**config.mk**
```make
export PLATFORM = sky130hd
export DESIGN_NAME = mem_arbiter
export DESIGN_NICKNAME = d
export VERILOG_FILES = /design/src/rtl/mem_arb_pkg.sv /design/src/rtl/mem_arb_lat_cnt.sv /design/src/rtl/mem_arbiter.sv
export SDC_FILE = /design/constraint.sdc
export NUM_CORES = 1
export LEC_CHECK = 0
export ABC_AREA = 1
export CORE_UTILIZATION = 40
export CTS_BUF_LIST = sky130_fd_sc_hd__clkbuf_8
export CTS_CLUSTER_DIAMETER = 30
export DETAILED_ROUTE_END_ITERATION = 6
export PLACE_DENSITY = 0.77
export SKIP_LAST_GASP = 1
export SYNTH_ARGS = -nofsm -noshare
export SYNTH_HDL_FRONTEND = slang
export SYNTH_SLANG_ARGS = --single-unit
```
**constraint.sdc**
```tcl
create_clock -name clk -period 4.1 [get_ports clk]
set_input_delay 0.82 -clock clk [delete_from_list [all_inputs] [get_ports clk]]
set_output_delay 0.82 -clock clk [all_outputs]
set_load 0.02 [all_outputs]
```
**src/rtl/mem_arb_pkg.sv**
```systemverilog
// -----------------------------------------------------------------------------
// mem_arb_pkg
// Shared definitions for the unified-memory arbiter.
//   state_e      : arbiter FSM encoding (IDLE / ACCESS / RESP)
//   OWN_IF/OWN_DM: grant owner codes
//   CNT_W        : width of the access-latency down-counter
//   lat_load_val : value loaded into the counter on a grant
// -----------------------------------------------------------------------------
package mem_arb_pkg;

    typedef enum logic [1:0] {
        IDLE   = 2'd0,
        ACCESS = 2'd1,
        RESP   = 2'd2
    } state_e;

    localparam logic OWN_IF = 1'b0;
    localparam logic OWN_DM = 1'b1;

    localparam int CNT_W = 4;

    // The counter reaches zero in the last access cycle, so it starts at
    // latency-1.
    function automatic logic [CNT_W-1:0] lat_load_val(input int lat);
        return CNT_W'(lat - 1);
    endfunction

endpackage

```
**src/rtl/mem_arb_lat_cnt.sv**
```systemverilog
// -----------------------------------------------------------------------------
// mem_arb_lat_cnt
// Loadable down-counter that times one memory access.
// Ports:
//   clk, rst     : clock, asynchronous active-high reset
//   load_i       : load load_val_i (takes precedence over dec_i)
//   load_val_i   : value to load
//   dec_i        : decrement by one; saturates at zero
//   zero_o       : counter currently equals zero
// -----------------------------------------------------------------------------
module mem_arb_lat_cnt
    import mem_arb_pkg::*;
(
    input  logic             clk,
    input  logic             rst,
    input  logic             load_i,
    input  logic [CNT_W-1:0] load_val_i,
    input  logic             dec_i,
    output logic             zero_o
);

    logic [CNT_W-1:0] cnt_q;
    logic [CNT_W-1:0] cnt_d;

    always_comb begin
        cnt_d = cnt_q;
        if (load_i) begin
            cnt_d = load_val_i;
        end else if (dec_i && (cnt_q != '0)) begin
            cnt_d = cnt_q - CNT_W'(1);
        end
    end

    always_ff @(posedge clk or posedge rst) begin
        if (rst) begin
            cnt_q <= '0;
        end else begin
            cnt_q <= cnt_d;
        end
    end

    assign zero_o = (cnt_q == '0);

endmodule

```
**src/rtl/mem_arbiter.sv**
```systemverilog
// -----------------------------------------------------------------------------
// mem_arbiter
// Shares one single-port word memory between the instruction-fetch port (IF)
// and the load/store port (DM). One access at a time: IDLE -> ACCESS
// (MEM_LATENCY cycles) -> RESP (one-cycle ready pulse) -> IDLE.
//
// Handshake: a port raises *_req and holds it, with stable address/data,
// until its *_ready pulse; *_ready is high for exactly one cycle and *_rdata
// is valid only in that cycle (0 otherwise, 0 for stores). Address, write
// enable and write data are latched at grant.
//
// Ports:
//   clk, rst                : clock, asynchronous active-high reset
//   if_req/if_addr          : fetch request and byte address
//   if_rdata/if_ready       : fetched word and completion pulse
//   dm_req/dm_we/dm_addr/dm_wdata : data request (we=1 store)
//   dm_rdata/dm_ready       : load data and completion pulse
//   mem_ce/mem_we/mem_addr/mem_wdata/mem_rdata : memory side
//   dbg_state               : current FSM state, for observation
//
// Build option: define MEM_ARB_RR_EN for round-robin arbitration between
// simultaneous requests; otherwise DM always wins over IF.
// -----------------------------------------------------------------------------
module mem_arbiter
    import mem_arb_pkg::*;
#(
    parameter int MEM_LATENCY = 1,
    parameter int ADDR_W      = 32
) (
    input  logic              clk,
    input  logic              rst,
    input  logic              if_req,
    input  logic [ADDR_W-1:0] if_addr,
    output logic [31:0]       if_rdata,
    output logic              if_ready,
    input  logic              dm_req,
    input  logic              dm_we,
    input  logic [ADDR_W-1:0] dm_addr,
    input  logic [31:0]       dm_wdata,
    output logic [31:0]       dm_rdata,
    output logic              dm_ready,
    output logic              mem_ce,
    output logic              mem_we,
    output logic [ADDR_W-1:0] mem_addr,
    output logic [31:0]       mem_wdata,
    input  logic [31:0]       mem_rdata,
    output logic [1:0]        dbg_state
);

    state_e            state_q;
    logic              owner_q;
    logic [ADDR_W-1:0] addr_q;
    logic [31:0]       wdata_q;
    logic              mem_ce_q;
    logic              mem_we_q;
    logic              if_ready_q;
    logic              dm_ready_q;
    logic [31:0]       if_rdata_q;
    logic [31:0]       dm_rdata_q;

    logic grant_if;
    logic grant_dm;
    logic cnt_zero;

    // Byte-lane bits are never used: the memory is word-addressed.
    logic unused_addr_lsbs;
    assign unused_addr_lsbs = ^{if_addr[1:0], dm_addr[1:0]};

`ifdef MEM_ARB_RR_EN
    logic last_grant_q;
`endif

    always_comb begin
        grant_if = 1'b0;
        grant_dm = 1'b0;
        if (state_q == IDLE) begin
`ifdef MEM_ARB_RR_EN
            if (dm_req && if_req) begin
                // Contention: favour whichever port did not win last time.
                grant_dm = (last_grant_q == OWN_IF);
                grant_if = (last_grant_q == OWN_DM);
            end else begin
                grant_dm = dm_req;
                grant_if = if_req;
            end
`else
            // The load/store is the older instruction, so it wins.
            grant_dm = dm_req;
            grant_if = if_req & ~dm_req;
`endif
        end
    end

    mem_arb_lat_cnt u_lat_cnt (
        .clk        (clk),
        .rst        (rst),
        .load_i     (grant_if | grant_dm),
        .load_val_i (lat_load_val(MEM_LATENCY)),
        .dec_i      (state_q == ACCESS),
        .zero_o     (cnt_zero)
    );

    always_ff @(posedge clk or posedge rst) begin
        if (rst) begin
            state_q    <= IDLE;
            owner_q    <= OWN_IF;
            addr_q     <= '0;
            wdata_q    <= '0;
            mem_ce_q   <= 1'b0;
            mem_we_q   <= 1'b0;
            if_ready_q <= 1'b0;
            dm_ready_q <= 1'b0;
            if_rdata_q <= '0;
            dm_rdata_q <= '0;
`ifdef MEM_ARB_RR_EN
            last_grant_q <= OWN_IF;
`endif
        end else begin
            case (state_q)
                IDLE: begin
                    if (grant_dm) begin
                        owner_q  <= OWN_DM;
                        addr_q   <= {dm_addr[ADDR_W-1:2], 2'b00};
                        wdata_q  <= dm_wdata;
                        mem_we_q <= dm_we;
                        mem_ce_q <= 1'b1;
                        state_q  <= ACCESS;
`ifdef MEM_ARB_RR_EN
                        last_grant_q <= OWN_DM;
`endif
                    end else if (grant_if) begin
                        owner_q  <= OWN_IF;
                        addr_q   <= {if_addr[ADDR_W-1:2], 2'b00};
                        wdata_q  <= '0;
                        mem_we_q <= 1'b0;
                        mem_ce_q <= 1'b1;
                        state_q  <= ACCESS;
`ifdef MEM_ARB_RR_EN
                        last_grant_q <= OWN_IF;
`endif
                    end
                end
                ACCESS: begin
                    // mem_rdata is sampled in the last access cycle.
                    if (cnt_zero) begin
                        mem_ce_q <= 1'b0;
                        mem_we_q <= 1'b0;
                        state_q  <= RESP;
                        if (owner_q == OWN_DM) begin
                            dm_ready_q <= 1'b1;
                            dm_rdata_q <= mem_we_q ? 32'h0 : mem_rdata;
                        end else begin
                            if_ready_q <= 1'b1;
                            if_rdata_q <= mem_rdata;
                        end
                    end
                end
                RESP: begin
                    if_ready_q <= 1'b0;
                    dm_ready_q <= 1'b0;
                    if_rdata_q <= '0;
                    dm_rdata_q <= '0;
                    state_q    <= IDLE;
                end
                default: begin
                    state_q <= IDLE;
                end
            endcase
        end
    end

    assign mem_ce    = mem_ce_q;
    assign mem_we    = mem_we_q;
    assign mem_addr  = addr_q;
    assign mem_wdata = wdata_q;
    assign if_ready  = if_ready_q;
    assign dm_ready  = dm_ready_q;
    assign if_rdata  = if_rdata_q;
    assign dm_rdata  = dm_rdata_q;
    assign dbg_state = state_q;

endmodule
```
# == Word level (Yosys, flattened, before mapping) ==
# Cells that the tools add are included.
# totals
input_bits,133
register_bits,139
latch_bits,0
mem_bits_rw,0
romBits,0
out_inout_bits,134
mem_count,0
word_cells,67
# classes
bitwise_logic,3
n_eq_ne,6
add_sub_neg,1
n_reduce_logical,13
n_lt_le_gt_ge,0
mux,33
n_div,0
n_mul,0
shift,0
# ops
cell,n
$mux 32,9
$pmux 32 s2,2
$mux 1,12
$reduce_and 3->1,3
$mux 4,2
$pmux 1 s2,4
$reduce_bool 2->1,4
$mux 2,3
$ne 2x2->1 const B,3
$logic_not 4->1,1
$pmux 2 s2,1
$reduce_and 2->1,2
$reduce_bool 4->1,1
$sub 4x1->4 const B,1
$ne 3x3->1 const B,1
$eq 2x1->1 const B,1
$eq 2x2->1 const B,1
$logic_not 2->1,1
$and 1x1->1,1
$logic_and 1x1->1,1
$not 1->1,1
$or 1x1->1,1

# == Depth between registers and ports, before layout ==
# depth
depth_word,6
depth_mapped,8
depth_no_buf,8

# == Hierarchy ==
# Synthesis repeated with hierarchy kept, for this count alone.
# unflattened
hier_cells,854
area_unflattened_um2,6374.9
# modules_own_cells
module,seq_area_each_um2,area_per_inst_um2,cells_each,instances
mem_arbiter,3328.2,6075.8,807,1
mem_arb_lat_cnt,100.1,299.0,47,1

# == Worst setup path after synthesis ==
# OpenSTA, ideal clock, no wires.
# synth_timing
kind,in2reg
startpoint,in dm_req
endpoint,"reg mem_ce_q, in the netlist mem_ce"
path_buffers,3
setup_time_ps,123
path_slack_ps,2344
arrival_time_ps,1633
stages,5
required_ps,3977
cell_sequence,clkbuf_1 o21ai_1 buf_2 buf_2 nand2_1
# synth_via
elab_chain_len,5
word_cells_on_any_way,8
classes_between,eq/ne: 1; mux: 4; bitwise: 2; reduce/logical: 1
# synth_rtl
element,line_no,text
"start, declared",mem_arbiter.sv:36,"input logic dm_req,"
$not 1->1,mem_arbiter.sv:89,grant_if = if_req & ~dm_req;
$and 1x1->1,mem_arbiter.sv:89,
$mux 1,mem_arbiter.sv:76,if (state_q == IDLE) begin
$ne 3x3->1 (no source line),--,
$reduce_and 3->1 (no source line),--,
"end signal, assigned",mem_arbiter.sv:109,mem_ce_q <= 1'b0;
"end signal, assigned",mem_arbiter.sv:126,mem_ce_q <= 1'b1;
"end signal, assigned",mem_arbiter.sv:136,mem_ce_q <= 1'b1;
"end, declared",mem_arbiter.sv:54,logic mem_ce_q;
# Several ways; a longest one is shown, not always the timed one.
# A chain may end at the register's enable or synchronous reset.

# == Final worst setup path ==
# layout_timing
startpoint,"reg state_q[0], in the netlist dbg_state[0]"
endpoint,"reg dm_rdata_q[15], in the netlist dm_rdata[15]"
# layout_via
elab_chain_len,3
word_cells_on_any_way,7
classes_between,eq/ne: 4; mux: 1; reduce/logical: 2
# layout_rtl
element,line_no,text
"start, declared",mem_arbiter.sv:50,state_e state_q;
"start signal, assigned",mem_arbiter.sv:105,state_q <= IDLE;
"start signal, assigned",mem_arbiter.sv:127,state_q <= ACCESS;
"start signal, assigned",mem_arbiter.sv:137,state_q <= ACCESS;
$eq 2x1->1 / $eq 2x2->1 (equally long branches),mem_arbiter.sv:119,case (state_q)
$ne 2x2->1 (no source line) / $reduce_bool 2->1 (equally long branches),--,
$reduce_and 3->1 (no source line),--,
"end signal, assigned",mem_arbiter.sv:151,dm_rdata_q <= mem_we_q ? 32'h0 : mem_rdata;
"end, declared",mem_arbiter.sv:59,logic [31:0] dm_rdata_q;
# Several ways; a longest one is shown, not always the timed one.

==> PnR_summary.wiki <==
{| class="wikitable"
! Metric !! Value
|-
| Outcome || finished clean
|-
| Number of cell rows || 45
|-
| Setup Viol. Count Final || 0
|-
| Number of vias in the routed layout || 5894
|-
| Per-instance average area after synthesis || 8.24 um2
|-
| Overflow after GRT || 0
|-
| Synth-to-layout area growth || 49.4%
|-
| CP most frequent cell || sky130_fd_sc_hd__nand2_1
|-
| Number of antenna repair diodes || 0
|-
| Fraction of synthesis flops using an asynchronous set or reset pin || 1.00
|-
| Relative slew slack || 0.224
|-
| FMAX || 0.375 GHz
|-
| Share of final-layout standard cells stronger than drive strength 1 || 0.0541
|-
| Clock tree from TritonCTS || yes
|-
| Period utilisation layout || 0.651
|-
| Kind of path behind the tightest hold check || flip-flop to flip-flop
|-
| Largest driver fanout on the critical path || 33
|-
| Initial drt markers || 353
|-
| Core region area || 15100 um2
|-
| Setup CP Type || flip-flop to flip-flop
|-
| Vias in the first global route || 5701
|-
| Insertion delay to the later sink of the worst-skew pair || 0.43 ns
|-
| Count of instances resized after the clock tree is built || 0
|-
| Startpoint of the tightest hold check path || mem_wdata[26]
|-
| Number of unique standard cell types used by synthesis || 23
|-
| Highest ir drop seen on vdd || 0.387 mV
|-
| H-Tree Depth || 4
|-
| Number of remaining DRC errors || 0
|-
| Total setup buffers inserted after CTS || 0
|-
| Total of hold buffers inserted after clock tree synthesis || 0
|-
| CTS clock-pin slew for the worst setup and hold paths || 0.08 ns
|-
| Critical path data required time || 4.41 ns
|-
| Average routed wire per standard cell || 15.1 um
|-
| Power Density || 744 nW/um2
|-
| Transition time of the tightest slew-check pin || 1.16 ns
|-
| Detailed-route vias per instance || 4.97
|-
| Critical register-to-register path startpoint || dbg_state[0]
|-
| Yosys warning count || 0
|-
| Port-buffer cells || 260
|-
| Setup clock skew after layout || 0.00923 ns
|-
| Pre-antenna DRT Iters || 4
|-
| Top flip-flop cell by instance count after synthesis || sky130_fd_sc_hd__dfrtp_1
|-
| CP Cell Sequence || nor2_2 > buf_4 > inv_2 > o21ai_2 > buf_4 > nand2_1 > nand2_1 > nand2_1
|-
| Antenna violations before repair || 1
|-
| Worst setup path startpoint || dbg_state[0]
|-
| I/O pin count || 267
|-
| Final Hold Vio Count || 0
|-
| Global placement routability congestion || 0.768
|-
| Largest buffer count on any clock path || 2
|-
| Leak Pwr || 4.60 nW
|-
| Initial standard-cell utilization of the core || 0.408
|-
| Sequential fraction of the synthesis area || 0.554
|-
| GRT Total Usage || 0.234
|-
| Maximum number of pins on one net before global-route repair || 138
|-
| Horizontal extent of the die || 126 um
|-
| Cell with the biggest individual delay on the critical path || sky130_fd_sc_hd__nand2_1
|-
| Full die area || 16000 um2
|-
| Category of the worst setup path launch point || flip-flop
|-
| Cell count after synthesis || 750
|-
| Number of enable flip-flop cells after synthesis || 0
|-
| Cell area after technology mapping || 6180 um2
|-
| Max Slew Vio Count || 0
|-
| Clock Sinks || 137
|-
| Fin Hold WS || 0.474 ns
|-
| Clock Root Buffer || sky130_fd_sc_hd__clkbuf_8
|-
| Total negative setup slack || 0 ns
|-
| Flip-flop and latch count after synthesis || 137
|-
| Number of antenna-violating nets in the routed design || 0
|-
| Sum of net half-perimeters after detailed placement || 11900 um
|-
| Final critical-path required period || 2.67 ns
|-
| Data arrival time of the critical path || 2.98 ns
|-
| Global-route wire length before repair || 29200 um
|-
| Unrepaired setup endpoints after global routing || no
|-
| Maximum single-stage delay on the critical path || 0.78 ns
|-
| Detailed Route WL || 17900 um
|-
| Number of max-cap violations || 0
|-
| Type of destination of the critical path || flip-flop
|-
| Die Ht || 126 um
|-
| # nets final || 1122
|-
| Number of buffers created by CTS || 17
|}
-- report_power, final --
group | switching, mW | internal (mW) | total [mW]
Sequential | 0.314 | 1.91 | 2.23
Clock | 0.504 | 0.431 | 0.936
Combinational | 2.18 | 1.53 | 3.71
-- through the flow --
stage | cells | worst slack [ns] | utilization | total power, mW | area (um2)
3_3_place_gp | 1157 | 1.32 | 0.589 | 5.92 | 8920
5_1_grt | 1187 | 1.16 | 0.610 | 7.36 | 9240
2_1_floorplan | 751 | 1.57 | - | 4.30 | 6190
6_report | 1187 | 1.43 | 0.610 | 6.87 | 9240
3_5_place_dp | 1157 | 1.28 | 0.589 | 5.99 | 8920
4_1_cts | 1187 | 1.41 | 0.610 | 6.96 | 9240
-- cell families after synthesis --
kind of cell / Yosys count / synth area share
other: 1 / 0.000606
AND/OR/NAND/NOR: 444 / 0.312
buffers and inverters: 128 / 0.0858
AO/OA/AOI/OAI: 38 / 0.0435
XOR/XNOR: 1 / 0.00142
flip-flops: 137 / 0.554
adder cells (fa/ha/maj): 1 / 0.00202
-- cell type report --
type	instances	area (um2)
Clock buffer	19	262
Clock inverter	11	60.1
Fill cell	1329	5910
Inverter	71	270
Multi-Input combinational cell	486	2240
Sequential cell	137	3430
Tap cell	188	235
Timing Repair Buffer	275	2740
-- final timing paths --
check	cells past startpoint	slack [ns]	to
max	8	1.43	dm_rdata[15]
min	2	0.47	mem_wdata[26]
max reg2reg	8	1.43	dm_rdata[15]
min reg2reg	2	0.47	mem_wdata[26]
max in group asynchronous	3	2.55	dm_rdata[24]
min in group asynchronous	3	0.93	mem_addr[13]
-- layer usage --
metal	GRT usage	routed length (um)	up-vias
li1	-	-	2888
met1	0.294	7600	2758
met2	0.386	8750	226
met3	0.0662	1320	20
met4	0.0843	252	2
met5	0	11	-
-- placed cells by master (no fill, tap or decap) --
master	instances
sky130_fd_sc_hd__ha_1	1
sky130_fd_sc_hd__nand2_2	1
sky130_fd_sc_hd__buf_4	13
sky130_fd_sc_hd__buf_12	2
sky130_fd_sc_hd__or2_2	1
sky130_fd_sc_hd__nor2_1	3
sky130_fd_sc_hd__o21ai_0	5
sky130_fd_sc_hd__clkinv_2	6
sky130_fd_sc_hd__clkbuf_8	19
sky130_fd_sc_hd__conb_1	2
sky130_fd_sc_hd__o211ai_1	30
sky130_fd_sc_hd__nor2_2	2
sky130_fd_sc_hd__clkdlybuf4s50_1	260
sky130_fd_sc_hd__nand2_1	271
sky130_fd_sc_hd__nand4_1	34
sky130_fd_sc_hd__dfrtp_1	137
sky130_fd_sc_hd__nor2_4	1
sky130_fd_sc_hd__o21ai_4	1
sky130_fd_sc_hd__nand3_1	99
sky130_fd_sc_hd__a21oi_1	1
sky130_fd_sc_hd__inv_2	3
sky130_fd_sc_hd__nor3_1	32
sky130_fd_sc_hd__inv_1	68
sky130_fd_sc_hd__o21ai_2	1
sky130_fd_sc_hd__xor2_1	1
sky130_fd_sc_hd__clkinvlp_4	4
sky130_fd_sc_hd__clkinv_1	1
-- flip-flops by register name (all words and copies together) (netlist names) --
register and count:
mem_wdata 32, if_ready 1, mem_we 1, mem_addr 30, owner_q 1, u_lat_cnt.cnt_q 4, dm_rdata 32, mem_ce 1
dbg_state 2, dm_ready 1, if_rdata 32
-- synth_stat cells (2+ instances only) --
cell / count / area, um2
sky130_fd_sc_hd__o21ai_0: 5 / 25.0
sky130_fd_sc_hd__nor2_1: 3 / 11.3
sky130_fd_sc_hd__nand4_1: 34 / 213
sky130_fd_sc_hd__buf_2: 25 / 125
sky130_fd_sc_hd__nor2_2: 2 / 12.5
sky130_fd_sc_hd__nand2_1: 272 / 1020
sky130_fd_sc_hd__nor3_1: 32 / 160
sky130_fd_sc_hd__inv_1: 67 / 251
sky130_fd_sc_hd__dfrtp_1: 137 / 3430
sky130_fd_sc_hd__clkbuf_1: 27 / 101
sky130_fd_sc_hd__inv_2: 3 / 11.3
sky130_fd_sc_hd__buf_4: 5 / 37.5
sky130_fd_sc_hd__nand3_1: 99 / 495
sky130_fd_sc_hd__o211ai_1: 30 / 225
-- worst max-delay path: cells and delay by family (launching register included) --
family,cells,cell delay (ns)
AO/OA/AOI/OAI,1,0.06
buffers and inverters,3,0.76
flip-flops,1,0.47
AND/OR/NAND/NOR,4,1.26
Power figures use the tool's default switching activity.
